<file path="src/rtl/gray_code_stream_converter.sv">
// ---------------------------------------------------------------------------
// gray_code_stream_converter
//
// Purpose:
//   Pipelined streaming converter between Gray and binary codes. The mode is
//   selected per beat. A valid/ready handshake runs on both sides. The
//   converter moves one beat per clock, with a latency of STAGES cycles.
//   Each stall cycle adds one cycle of latency.
//
// Parameters:
//   WIDTH   code width in bits (>= 2)
//   STAGES  register stages (1..WIDTH). This is also the latency in cycles.
//
// Ports:
//   clk        rising-edge clock
//   resetn     synchronous reset, active-low
//   in_valid   input beat valid
//   in_ready   converter accepts a beat this cycle
//   in_mode    0 = Gray->binary, 1 = binary->Gray
//   in_data    code to convert
//   out_valid  output beat valid
//   out_ready  downstream accepts the beat
//   out_mode   in_mode carried along with the beat
//   out_data   converted code
//   step_err   Gray step-check flag carried along with the beat
//
// Build option:
//   GRAY_STEP_CHECK_EN  When defined, each accepted Gray->binary input is
//                       compared with the previous one. The beat is flagged
//                       when more than one bit changed. When undefined,
//                       step_err is tied to 0. The data path is the same in
//                       both builds.
// ---------------------------------------------------------------------------
module gray_code_stream_converter #(
   parameter int WIDTH  = 4,
   parameter int STAGES = 2
) (
   input  logic             clk,
   input  logic             resetn,
   input  logic             in_valid,
   output logic             in_ready,
   input  logic             in_mode,
   input  logic [WIDTH-1:0] in_data,
   output logic             out_valid,
   input  logic             out_ready,
   output logic             out_mode,
   output logic [WIDTH-1:0] out_data,
   output logic             step_err
);

   // Returns the stage that resolves bit i of the Gray->binary prefix chain.
   // Bit WIDTH-1 is already binary. The remaining bits are dealt out
   // MSB-first, as evenly as possible. As a result, a stage's chain only
   // needs bits that the same stage or an earlier stage has already finished.
   function automatic int bit_stage(input int i);
      return ((WIDTH - 1 - i) * STAGES) / WIDTH;
   endfunction

   // Computes the partial conversion that stage s applies to the word w.
   // Binary->Gray is a single XOR level, so stage 0 does all of it and the
   // later stages only carry the result.
   function automatic logic [WIDTH-1:0] stage_fn(input logic [WIDTH-1:0] w,
                                                 input logic             mode,
                                                 input int               s);
      logic [WIDTH-1:0] r;
      r = w;
      if (mode) begin
         if (s == 0) r = w ^ (w >> 1);
      end else begin
         for (int i = WIDTH - 2; i >= 0; i--) begin
            if (bit_stage(i) == s) r[i] = r[i+1] ^ r[i];
         end
      end
      return r;
   endfunction

   logic adv;
   logic accept;
   logic err_in;

   // The whole pipeline moves as a single unit. It advances whenever the
   // output register is empty or the output beat is being taken.
   assign adv      = !out_valid | out_ready;
   assign in_ready = adv;
   assign accept   = in_valid & adv;

   generate
      for (genvar gi = 0; gi < STAGES; gi++) begin : stg
         logic [WIDTH-1:0] src_data;
         logic             src_mode;
         logic             src_valid;
         logic             src_err;
         logic [WIDTH-1:0] data_next;
         logic [WIDTH-1:0] data_reg;
         logic             mode_reg;
         logic             valid_reg;
         logic             err_reg;

         if (gi == 0) begin : head
            assign src_data  = in_data;
            assign src_mode  = in_mode;
            assign src_valid = accept;
            assign src_err   = err_in;
         end else begin : body
            assign src_data  = stg[gi-1].data_reg;
            assign src_mode  = stg[gi-1].mode_reg;
            assign src_valid = stg[gi-1].valid_reg;
            assign src_err   = stg[gi-1].err_reg;
         end

         assign data_next = stage_fn(src_data, src_mode, gi);

         // A bubble only clears the valid bit. The payload keeps the last
         // real beat, so nothing is sampled unless it was accepted.
         always_ff @(posedge clk) begin
            if (!resetn) begin
               valid_reg <= 1'b0;
               data_reg  <= '0;
               mode_reg  <= 1'b0;
               err_reg   <= 1'b0;
            end else if (adv) begin
               valid_reg <= src_valid;
               if (src_valid) begin
                  data_reg <= data_next;
                  mode_reg <= src_mode;
                  err_reg  <= src_err;
               end
            end
         end
      end
   endgenerate

   assign out_valid = stg[STAGES-1].valid_reg;
   assign out_data  = stg[STAGES-1].data_reg;
   assign out_mode  = stg[STAGES-1].mode_reg;
   assign step_err  = stg[STAGES-1].err_reg;

`ifdef GRAY_STEP_CHECK_EN
   logic [WIDTH-1:0] hist_reg;
   logic             hist_valid_reg;

   // A repeated code (distance 0) is legal. Wrap from the maximum code back
   // to 0 is a one-bit step, so it needs no special case.
   assign err_in = !in_mode & hist_valid_reg & ($countones(in_data ^ hist_reg) > 1);

   always_ff @(posedge clk) begin
      if (!resetn) begin
         hist_reg       <= '0;
         hist_valid_reg <= 1'b0;
      end else if (accept && !in_mode) begin
         hist_reg       <= in_data;
         hist_valid_reg <= 1'b1;
      end
   end
`else
   assign err_in = 1'b0;
`endif

endmodule
</file>
<file path="config.mk">
export PLATFORM = sky130hd
export DESIGN_NAME = gray_code_stream_converter
export DESIGN_NICKNAME = d
export VERILOG_FILES = /design/src/rtl/gray_code_stream_converter.sv
export SDC_FILE = /design/constraint.sdc
export NUM_CORES = 1
export LEC_CHECK = 0
export CORE_MARGIN = 2
export CORE_UTILIZATION = 23
export DETAILED_ROUTE_END_ITERATION = 12
export GPL_TIMING_DRIVEN = 0
export PLACE_DENSITY = 0.52
export REMOVE_ABC_BUFFERS = 1
export SLEW_MARGIN = 20
export SYNTH_ARGS = -nofsm -noshare
export SYNTH_HDL_FRONTEND = slang
export SYNTH_SLANG_ARGS = --single-unit
</file>
<file path="constraint.sdc">
create_clock -name clk -period 1.6 [get_ports clk]
set_input_delay 0.32 -clock clk [delete_from_list [all_inputs] [get_ports clk]]
set_output_delay 0.32 -clock clk [all_outputs]
set_load 0.02 [all_outputs]
</file>
# Word level (Yosys, flattened, before mapping)
# Cells that the tools add are included.
dict set report totals {
  out_inout_bits 8
  ff_bits 12
  inputBits 9
  wordCells 20
}
dict set report classes {
  muxes 5
  bitwise_logic 6
  n_reduce_logical 3
}
# cell n
set ops {}
lappend ops {{2-bit two-way mux} 2}
lappend ops {{2-bit AND reduction} 2}
lappend ops {{4-bit by 3-bit XOR with 4-bit output} 1}
lappend ops {{1-bit two-way mux} 3}
lappend ops {{1-bit XOR} 3}
lappend ops {{1-bit bitwise AND} 1}
lappend ops {{1-bit logical NOT} 1}
lappend ops {{1-bit OR} 1}

# Logic depth before layout (Yosys ltp)
# Gate-level depths: netlist (run 1).
dict set report logic_depth {
  word_depth 4
  mapped_depth 5
  depth_no_buf 4
}

# Least setup slack after synthesis (run 1)
# OpenSTA, ideal clock, no wires.
dict set report synth_timing {
  kind {register -> register}
  startpoint {register stg[1].valid_reg, in the netlist out_valid}
  endpoint {register stg[0].data_reg[0]}
  stages_incl_launch_ff 5
  t_arrival_ps 1198
  setup_time_ps 91
  synth_period_minus_slack_ps 1289
  n_path_buf 1
  setup_slack_ps 311
  t_required_ps 1509
  path_cell_list {dfxtp_1 -> nor2b_4 -> inv_1 -> buf_2 -> a311oi_1}
}
dict set report synth_between {
  elab_chain_cells 4
}
# item line
set synth_rtl {}
lappend synth_rtl {{start, declared} 96} ;# logic valid_reg;
lappend synth_rtl {{start signal, assigned} 122} ;# valid_reg <= src_valid;
lappend synth_rtl {{1-bit logical NOT *} 83} ;# assign adv = !out_valid | out_ready;
lappend synth_rtl {{1-bit OR *} 83}
lappend synth_rtl {{via in_ready} 41} ;# output logic in_ready,
lappend synth_rtl {{1-bit bitwise AND} 85} ;# assign accept = in_valid & adv;
lappend synth_rtl {{2-bit AND reduction (no line) *} n/a}
lappend synth_rtl {{end signal, assigned} 124} ;# data_reg <= data_next;
lappend synth_rtl {{end, declared} 94} ;# logic [WIDTH-1:0] data_reg;
# Mark *: on every way through the listed nets, which the timed path passes. The rest lies on a longest branch.
# A chain may end at the register's enable or synchronous reset.

# Worst setup path in the final report (run 1)
dict set report layout_timing {
  startpoint {register stg[1].data_reg[1], in the netlist out_data[1]}
  endpoint {output out_data[1]}
}
# item line
set layout_lines {}
lappend layout_lines {{start, declared} 94}
lappend layout_lines {{start signal, assigned} 124}
lappend layout_lines {{end, declared} 47} ;# output logic [WIDTH-1:0] out_data,
# No word-level cell between the ends.

==> results.json, run 1 <==
{
  "drt_iter0_drc": 1,
  "drtPass1Iterations": 3,
  "yosys.area_share.simple_pct": 13.2,
  "slowest_delay_ns": 0.60,
  "insertion_delay_ns": 0.26,
  "numCtsBuffers": 3,
  "path_delay_family": "buffers and inverters",
  "min_period_ns": 1.51,
  "clock-sinks": 12,
  "irDropWorstVdd_mv": 0.259,
  "power.leakage_nw": 0.256,
  "hold_depth": 2,
  "clk_pin_slew_worst_paths_ns": 0.07,
  "fill_cells": 237,
  "drv_cap": 0,
  "synth_warnings": 0,
  "power_density_mw_per_mm2": 852,
  "htree_levels": 1,
  "worst-r2r-setup-slack_ns": 0.43,
  "rr_worst_depth": 4,
  "antenna_found_initial": 0,
  "io_buffers": 15,
  "hold_end": "out_data[3]",
  "drive_gt1_share_pct": 11.5,
  "r2r_end": "stg[0].data_reg[2]",
  "design_area_um2": 733,
  "timing.fmax_mhz": 660,
  "crit_chain": "clkdlybuf4s50_1",
  "drv_slew": 0,
  "skew_ns": 0.00212,
  "core_mm2": 0.00219,
  "synth.area.top_cells": "dfxtp_1 45%, a21oi_1 11%, o21ai_0 5.6%",
  "synthAdderAreaFrac_pct": 0,
  "grt_pass1_vias": 413,
  "end_kind": "output port",
  "cp_slowest_cell": "clkdlybuf4s50_1",
  "ys_seq_elements": 12,
  "cp.arrival_ns": 1.19,
  "synth_xor_area_share_pct": 8.24,
  "outcome": "complete, no violations",
  "ant_nets": 0,
  "path_buf_inv": 1,
  "synthCells": 62,
  "cts_tree": "done",
  "die_y_um": 52.1,
  "place_area_um2": 697,
  "track_usage_pct": 9.03,
  "synth_largest_area_cell": "dfxtp_1",
  "hp-start": "out_data[3]",
  "muxShareOfSynthArea_pct": 0,
  "diodes": 0,
  "die_area_mm2": 0.00271,
  "wl_per_cell_um": 9.89,
  "io_pins": 17,
  "yosysTopAreaCellShare_pct": 45.2,
  "dp_cells": 101,
  "cp.required_ns": 1.28,
  "drc_errors": 0,
  "setup_viol": 0,
  "grt_pass1_wl_um": 1710,
  "chipWidth_um": 52.1,
  "rsz0062_at_grt": "false",
  "clock_path_buffers": 2,
  "synth_top_family_by_area": "compound AO/OA/AOI/OAI gates",
  "cts-root-buf": "clkbuf_4",
  "gp_congestion": 0.683,
  "drt_wl_total_um": 1050,
  "area_growth_pct": 37.9,
  "start_kind": "flop",
  "fin_nets": 89,
  "final_cells": 106,
  "ys_types": 19,
  "post_drt_via_cell_ratio": 4.41,
  "hold_viol": 0,
  "seq_area_frac_synth_pct": 45.2,
  "hold_path.class": "flop to flop",
  "vias": 467,
  "reg2reg_from": "out_valid",
  "start_util_pct": 24.3,
  "finalCritPeriodShare_pct": 94.6,
  "cts_hold_buffers": 0,
  "syn_area_per_cell_um2": 8.58,
  "setup.worst_path.class": "flop to output port",
  "worst-path-max-fanout": 2,
  "synth_compound_area_share_pct": 26.1,
  "synthesis.area_um2": 532,
  "grt_max_degree": 16,
  "num_rows": 17,
  "grt_overflow_total": 0
}
## metrics by stage
step	utilization, %	total power, mW	hold WS, ns	TNS [ns]	worst slack (ns)
4_1_cts	33.5	0.638	0.478	0	0.0706
6_report	33.5	0.625	0.474	0	0.0857
3_5_place_dp	31.8	0.455	0.467	-1.15	-0.649
2_1_floorplan	-	0.402	0.430	0	0.278
5_1_grt	33.5	0.670	0.498	0	0.0262
3_3_place_gp	31.8	0.453	0.457	-1.13	-0.657
## timing repair
action / CTS / global route
setup endpoints to repair: 1 / 0
endpoints found under the hold margin: 0 / 0
buffers inserted: 2 / 0
gates resized for setup: 5 / 0
## synth_stat cells (all sizes together)
library cell / number
or3: 1
o21ai: 6
a311oi: 4
nor2: 1
xor2: 2
conb: 1
nor2b: 2
dfxtp: 12
a211oi: 1
xnor2: 3
a21oi: 12
clkbuf: 2
nand2: 4
buf: 2
inv: 4
nand3: 5
## layout make-up
| type | count | area (um^2) | share of cell area, % |
|---|---|---|---|
| clock buffers | 3 | 22.5 | 3.07 |
| flip-flops and latches | 12 | 240 | 32.8 |
| multi-input cells | 42 | 256 | 35.0 |
| inverters | 4 | 18.8 | 2.56 |
| repair buffers | 17 | 160 | 21.8 |
| well taps | 28 | 35.0 | 4.78 |
## cells in the final DEF, fill, tap and decap left out, drive strengths merged
cell type,instances
a311oi,4
clkinvlp,1
o21ai,6
xor2,2
clkdlybuf4s50,14
a21oi,12
inv,3
a211oi,1
dfxtp,12
nand2,4
nor2,1
nor2b,2
xnor2,3
clkbuf,3
buf,3
nand3,5
conb,1
or3,1
## layer usage
layer / global-route usage [%] / up-vias / share of wire, % / routed length, um
met4: 6.58 / 0 / 1.3 / 14
li1: - / 250 / - / -
met3: 4.02 / 2 / 8.6 / 90
met1: 9.65 / 201 / 47 / 490
met5: 0 / - / 0 / 0
met2: 13.9 / 14 / 43 / 453
## kinds of logic after synthesis
family                 after synthesis
flip-flops                          12
AO/OA/AOI/OAI                       23
buffers and inverters                8
XOR/XNOR                             5
AND/OR/NAND/NOR                     13
other                                1
## where the power goes
| part | internal, mW | leakage (nW) | switching (mW) |
|---|---|---|---|
| clock network | 0.0868 | 0.0138 | 0.0885 |
| logic | 0.0614 | 0.144 | 0.0560 |
| registers | 0.317 | 0.0987 | 0.0147 |
| total | 0.466 | 0.256 | 0.159 |
## worst reg2reg max path, delay by kind of cell, from the launching register on
kind                   cells  cell delay (ns)
flip-flops                 1             0.33
buffers and inverters      2             0.30
AO/OA/AOI/OAI              1             0.27
AND/OR/NAND/NOR            1             0.18
## how the worst max path moves through the flow
stage	start	depth (start not counted)	slack (ns)	endpoint
after global routing	out_data[0]	1	0.03	out_data[0]
after floorplan	out_valid	4	0.28	out_data[0]
after CTS	out_data[1]	1	0.07	out_data[1]
final	out_data[1]	1	0.09	out_data[1]
after detailed placement	out_ready	4	-0.65	in_ready
after global placement	out_ready	4	-0.66	in_ready
No activity file was read; power rests on OpenSTA's default activity.
==> run 2, diff against run 1 <==
--- a/config.mk
+++ b/config.mk
@@ -9,9 +9,11 @@
 export CORE_UTILIZATION = 23
 export DETAILED_ROUTE_END_ITERATION = 12
 export GPL_TIMING_DRIVEN = 0
+export HOLD_SLACK_MARGIN = 0.05
 export PLACE_DENSITY = 0.52
 export REMOVE_ABC_BUFFERS = 1
 export SLEW_MARGIN = 20
 export SYNTH_ARGS = -nofsm -noshare
 export SYNTH_HDL_FRONTEND = slang
 export SYNTH_SLANG_ARGS = --single-unit
+export TNS_END_PERCENT = 20
==> results of run 2 <==
Final layout, timing and power as in run 1 (identical DEF).
